<file path="config.mk">
export PLATFORM = sky130hd
export DESIGN_NAME = vector_sum_arbiter
export DESIGN_NICKNAME = d
export VERILOG_FILES = /design/src/rtl/vsum_pkg.sv /design/src/rtl/vector_sum_arbiter_rr_arbiter.sv /design/src/rtl/vector_sum_arbiter.sv
export SDC_FILE = /design/constraint.sdc
export NUM_CORES = 1
export LEC_CHECK = 0
export CORE_UTILIZATION = 35
export CTS_CLUSTER_SIZE = 8
export DETAILED_ROUTE_END_ITERATION = 10
export PLACE_DENSITY = 0.81
export SLEW_MARGIN = 0
export SYNTH_ARGS = -nofsm -noshare
export SYNTH_HDL_FRONTEND = slang
export SYNTH_SLANG_ARGS = --single-unit
</file>
<file path="constraint.sdc">
create_clock -name Clock -period 5.2 [get_ports Clock]
set_clock_uncertainty 0.15 [all_clocks]
set_input_delay 1.04 -clock Clock [delete_from_list [all_inputs] [get_ports Clock]]
set_output_delay 1.04 -clock Clock [all_outputs]
set_load 0.02 [all_outputs]
</file>
<file path="src/rtl/vsum_pkg.sv">
// Shared types and width helpers for the vectorSum arbiter slice.
// Defaults here match the standard matrix-multiply engine configuration.
package vsum_pkg;

  function automatic int clog2(input int n);
    int r;
    r = 0;
    for (int v = n - 1; v > 0; v = v >> 1) r++;
    return r;
  endfunction

  localparam int DIM_DEF  = 2;
  localparam int W_U_DEF  = 8;
  localparam int NREQ_DEF = 4;
  localparam int LAT_DEF  = 1;

  localparam int ID_W  = clog2(NREQ_DEF);
  localparam int SUM_W = W_U_DEF + clog2(DIM_DEF);

  // Tag id is held wide so any practical NREQ fits without changing the type.
  localparam int TAG_ID_W = 16;

  typedef struct packed {
    logic                valid;
    logic [TAG_ID_W-1:0] id;
  } tag_t;

endpackage

</file>
<file path="src/rtl/vector_sum_arbiter_rr_arbiter.sv">
// Round-robin arbiter: search starts one past the last granted index.
// The pointer only moves when the caller signals an accepted transfer.
module rr_arbiter
  import vsum_pkg::*;
#(
  parameter  int NREQ = NREQ_DEF,
  localparam int IDW  = clog2(NREQ)
) (
  input  logic            i_clk,
  input  logic            i_rst,
  input  logic [NREQ-1:0] i_req,
  input  logic            i_advance,
  output logic [NREQ-1:0] o_grant,
  output logic [IDW-1:0]  o_idx
);

  logic [IDW-1:0] r_last;
  logic [IDW-1:0] w_cand;
  logic           w_found;

  always_comb begin
    o_grant = '0;
    o_idx   = '0;
    w_found = 1'b0;
    w_cand  = '0;
    for (int k = 1; k <= NREQ; k++) begin
      w_cand = IDW'((int'(r_last) + k) % NREQ);
      if (!w_found && i_req[w_cand]) begin
        w_found         = 1'b1;
        o_idx           = w_cand;
        o_grant[w_cand] = 1'b1;
      end
    end
  end

  always_ff @(posedge i_clk) begin
    if (i_rst)          r_last <= IDW'(NREQ - 1);
    else if (i_advance) r_last <= o_idx;
  end

endmodule

</file>
<file path="src/rtl/vector_sum_arbiter.sv">
// Shares one vectorSum adder tree among NREQ requesters and tags each sum.
// Optional per-requester grant counters are enabled by VSUM_ARB_STATS_EN.
module vector_sum_arbiter
  import vsum_pkg::*;
#(
  parameter  int DIM  = DIM_DEF,
  parameter  int W_u  = W_U_DEF,
  parameter  int NREQ = NREQ_DEF,
  parameter  int LAT  = LAT_DEF,
  localparam int IDW  = clog2(NREQ),
  localparam int SW   = W_u + clog2(DIM),
  localparam int VW   = DIM * W_u
) (
  input  logic               Clock,
  input  logic               Reset,
  input  logic [NREQ-1:0]    req_valid,
  output logic [NREQ-1:0]    req_ready,
  input  logic [NREQ*VW-1:0] req_vec,
  output logic [VW-1:0]      vs_u,
  input  logic [SW-1:0]      vs_sum,
  output logic               resp_valid,
  output logic [IDW-1:0]     resp_id,
  output logic [SW-1:0]      resp_sum
`ifdef VSUM_ARB_STATS_EN
  ,
  output logic [NREQ*16-1:0] grant_count
`endif
);

  logic [NREQ-1:0] w_req;
  logic [NREQ-1:0] w_grant;
  logic [IDW-1:0]  w_idx;
  logic            w_xfer;
  tag_t            r_tag_p [LAT];

  // Requests are masked during reset so nothing transfers on a reset edge.
  assign w_req     = Reset ? '0 : req_valid;
  assign w_xfer    = |w_grant;
  assign req_ready = w_grant;

  rr_arbiter #(.NREQ(NREQ)) u_rr (
    .i_clk    (Clock),
    .i_rst    (Reset),
    .i_req    (w_req),
    .i_advance(w_xfer),
    .o_grant  (w_grant),
    .o_idx    (w_idx)
  );

  always_comb begin
    vs_u = '0;
    for (int i = 0; i < NREQ; i++)
      if (w_grant[i]) vs_u = req_vec[i*VW +: VW];
  end

  // Stage boundary: tag shift register tracks the adder latency.
  always_ff @(posedge Clock) begin
    if (Reset) begin
      for (int s = 0; s < LAT; s++) r_tag_p[s] <= '0;
    end else begin
      r_tag_p[0] <= '{valid: w_xfer, id: TAG_ID_W'(w_idx)};
      for (int s = 1; s < LAT; s++) r_tag_p[s] <= r_tag_p[s-1];
    end
  end

  // Gated by Reset so a tag accepted just before reset never strobes out.
  assign resp_valid = r_tag_p[LAT-1].valid & ~Reset;
  assign resp_id    = Reset ? '0 : IDW'(r_tag_p[LAT-1].id);
  assign resp_sum   = vs_sum;

`ifdef VSUM_ARB_STATS_EN
  logic [NREQ*16-1:0] r_grant_count;

  always_ff @(posedge Clock) begin
    if (Reset) begin
      r_grant_count <= '0;
    end else begin
      for (int i = 0; i < NREQ; i++)
        if (w_grant[i]) r_grant_count[i*16 +: 16] <= r_grant_count[i*16 +: 16] + 16'd1;
    end
  end

  assign grant_count = r_grant_count;
`endif

endmodule

</file>
==> key figures <==
Yosys
  • Cell variety after synth: 50
  • Largest family of logic cells by synthesized area: compound AO/OA/AOI/OAI gates
  • Post-synth ARST share: 0%
  • FF+latch count, synth: 5
  • Mapped cell area: 1540 µm²
  • Post-synth EDFFs: 0
  • Post-Synth XOR/XNOR Area: 0%
  • Syn Area/Cell: 7.370 µm²
  • Net Count, Synth: approximately 300
  • Ys Warns: 0
  • Mux cell area share after synthesis: 7.961%
  • Post-Synth Adder-Cell Area: 6.499%
  • Synth Area in Compound Gates: a little under a third
  • Post-synth top flop: dfxtp_1
  • Sequential fraction of the synthesis area: under 10%
  • Post-Synth Simple-Gate Area: roughly a quarter
  • Gate Count Post-Synth: 209

Placement
  • IO buf count: between 90 and 100
  • Gpl congestion: 0.8609
  • Dpl hpwl: about 4.7 mm
  • Cell Area, Placed: 2554 µm²

Detailed routing
  • Post-route ant nets: 0
  • Final wirelength: 6.043 mm
  • Via Count: 2031
  • TritonRoute pass-1 iters: 4
  • DRC violations left: 0
  • 1st-iter DRT viols: between 100 and 150
  • Wire length per cell: 17.07 µm
  • Via-to-Cell Ratio: roughly 5.7

Finish
  • Fillers: 360
  • Layout cells sized above 1: 16.45%
  • Antenna diodes: 0
  • Design Area, Final: between 2000 and 3000 µm²
  • Fin nets: 392
  • P&R area growth vs syn: 68.07%

Die
  • Row count: 23
  • Core area: around 4100 µm²
  • Die width: 68.34 µm
  • DIE AREA: roughly 4700 µm²
  • I/O pin cnt: 111
  • Chip Height: about 68 µm
  • Initial core utilization: 37.43%

CTS
  • Setup Fix Bufs, Post-CTS: 0
  • H-Tree Depth: 1
  • Root Driver: clkbuf_8
  • Worst-Skew Late Latency: between 0.2 and 0.25 ns
  • CTS max path bufs: 2
  • CTS clk-pin slew, worst paths: 0.04 ns
  • Clock Sinks: 5
  • Inserted Clock Buffers: 3
  • TritonCTS clock tree: yes

Critical path
  • FF-to-FF Start: u_rr.r_last[0]
  • Crit path launch type: input pin
  • Register-to-Register Path Depth: 10
  • CP max FO: 8
  • CP Cell Sequence: clkdlybuf4s50_1, buf_4, mux2i_2, buf_4, o32ai_1, mux2_2, a221o_1, buf_4, a32oi_1, o221ai_1, dlygate4sd2_1
  • CP most frequent cell: buf_4
  • Worst path bufs/invs: 5
  • Crit. End Element: primary output
  • R2R setup slack: 1.97 ns
  • Critical R2R Capture: u_rr.r_last[1]
  • Worst path top cell family by delay: buffers and inverters
  • Critical Path Stages: 11
  • Crit Path Class: in -> out
  • CP required: 4.01 ns
  • Slowest CP cell: clkdlybuf4s50_1
  • CP arrival: about 3.8 ns
  • CP peak stage delay: 0.46 ns

Worst hold path
  • Hold Path Depth: 3
  • Worst Min Path Start: u_rr.r_last[0]
  • Hold Path Class: reg -> reg
  • Worst hold endpoint: u_rr.r_last[0]

Power and ir drop
  • Switch share: 51.17%
  • Cell Int Power: around 0.00074 W
  • Tot Pwr: around 0.0015 W
  • P_leak: 1.130 nW
  • Reg power frac: 4.3%
  • Sw Pwr: 0.0007716 W
  • Combinational power share: 90.8%
  • Peak supply drop: 0.3949 mV
  • Power Dens Cells: 582.5 nW/µm²
  • Clock power frac: 4.9%

Run status
  • Status: finished clean

Timing
  • Setup total negative slack: 0 ns
  • Unrepaired setup endpoints after global routing: no
  • Worst slew margin: 60.12%
  • Measured slew at the worst slew-check pin: 0.5832 ns
  • Final hold violations: 0
  • Crit share post-route: 96.03%
  • Min cycle time layout: 4.994 ns
  • Max Clk Rate: 200.2 MHz
  • Final setup fails: 0
  • Pins Over Slew Limit: 0

Global route
  • Total track usage: around a quarter
  • Overflow after GRT: 0
  • Largest net degree at the start of global routing: 21
  • First-pass GRT wire length: 8.707 mm
  • Antenna violations before repair: 0
  • Via count of the first global-routing pass: 1730

Run
  • Max-cap viol count: 0
[cell families (layout without fill, tap and decap cells)]
family | Yosys count | count (layout)
multiplexers | 11 | 11
flip-flops | 5 | 5
AO/OA/AOI/OAI | 57 | 57
AND/OR/NAND/NOR | 70 | 70
adder cells (fa/ha/maj) | 8 | 8
buffers and inverters | 58 | 153
[area by class of cell]
| class | count | area [µm²] | share of cell area [%] |
|---|---|---|---|
| tap | 50 | 62.56 | 2.417 |
| inverter | 27 | 101.3 | 3.915 |
| timing repair buffer | 122 | 1156 | 44.66 |
| clock buffer | 4 | 45.04 | 1.740 |
| multi-input combinational | 146 | 1124 | 43.40 |
| sequential | 5 | 100.1 | 3.867 |
[cells in the mapped netlist, types with 5 or more instances]
| library cell | count | area share [%] |
|---|---|---|
| mux2_2 | 7 | 5.1 |
| buf_6 | 5 | 3.7 |
| nor2_1 | 7 | 1.7 |
| nor2b_1 | 5 | 2.0 |
| ha_1 | 8 | 6.5 |
| buf_4 | 13 | 6.3 |
| and2_1 | 11 | 4.5 |
| dfxtp_1 | 5 | 6.5 |
| inv_1 | 27 | 6.6 |
| nand2_1 | 19 | 4.6 |
| nand3b_1 | 5 | 2.4 |
| a32oi_1 | 16 | 9.1 |
| and2_0 | 6 | 2.4 |
| buf_2 | 9 | 2.9 |
| o221ai_1 | 18 | 10 |
[layout by cell type (no fill, tap or decap), types with 2 or more instances in the layout]
| cell type | count |
|---|---|
| dlymetal6s2s_1 | 2 |
| mux2i_1 | 3 |
| o221ai_1 | 18 |
| dfxtp_1 | 5 |
| a221o_1 | 2 |
| o32ai_1 | 3 |
| nand2b_1 | 3 |
| o22ai_1 | 2 |
| dlygate4sd2_1 | 12 |
| buf_12 | 2 |
| and2_1 | 11 |
| nand3b_1 | 5 |
| ha_1 | 8 |
| and2_0 | 6 |
| inv_1 | 27 |
| a21oi_1 | 2 |
| nor2_1 | 7 |
| mux2_2 | 7 |
| o21ai_0 | 2 |
| nor2b_1 | 5 |
| buf_4 | 30 |
| a32oi_1 | 16 |
| clkbuf_8 | 3 |
| nor3_1 | 2 |
| nand2_1 | 19 |
| clkdlybuf4s50_1 | 76 |
[flip-flops by register name, indices dropped and copies added, names as in the netlist]
register / flops
r_tag_p: 3
u_rr.r_last: 2
[metal layers]
layer,wire length [µm],vias to the layer above,global-route usage [%]
met3,631,18,4.667
met5,0,-,0
li1,-,954,-
met4,187,0,10.16
met2,2856,123,44.73
met1,2368,936,29.09
[how the worst max path moves through the flow]
| stage | start | to | slack [ns] |
|---|---|---|---|
| final | req_valid[3] | vs_u[14] | 0.21 |
| after global routing | req_valid[3] | vs_u[2] | 0.08 |
| after CTS | req_valid[3] | vs_u[13] | 0.0002 |
| after detailed placement | req_valid[2] | vs_u[10] | -0.06 |
| after global placement | req_valid[2] | vs_u[10] | -0.03 |
| after floorplan | req_valid[2] | vs_u[10] | 0.63 |
[power groups by stage]
stage	Combinational, W	Sequential [W]	Clock (W)
finish	0.00137	0.0000645	0.0000736
CTS	0.00137	0.0000648	0.0000764
global route	0.00146	0.0000662	0.0000798
floorplan	0.000869	0.0000705	0
global placement	0.00142	0.0000647	0
detailed placement	0.00143	0.0000651	0
[through the flow]
stage	worst slack (ns)	cells	hold slack (ns)	utilization [%]
finish	0.2062	354	0.5913	62.91
global route	0.08049	354	0.6189	62.91
CTS	0.0001821	354	0.6025	62.79
detailed placement	-0.05548	350	0.5966	62.06
global placement	-0.03097	350	0.5711	62.06
floorplan	0.6261	209	0.6973	-
[repair_timing]
action | CTS | global route
setup endpoints to repair | 13 | 2
endpoints found under the hold margin | 0 | 0
hold buffers | 0 | 0
resized for setup | 12 | 2
pin swaps | 1 | 0
[worst register-to-register path, stage by stage (launching register included)]
cell	delay (ns)
dfxtp_1	0.32
inv_1	0.11
ha_1	0.44
nor2b_1	0.19
a22oi_2	0.32
mux2i_1	0.30
buf_4	0.16
nand3_4	0.19
buf_4	0.22
nor4_4	0.36
mux2_2	0.37
No activity file was read; power rests on OpenSTA's default activity.
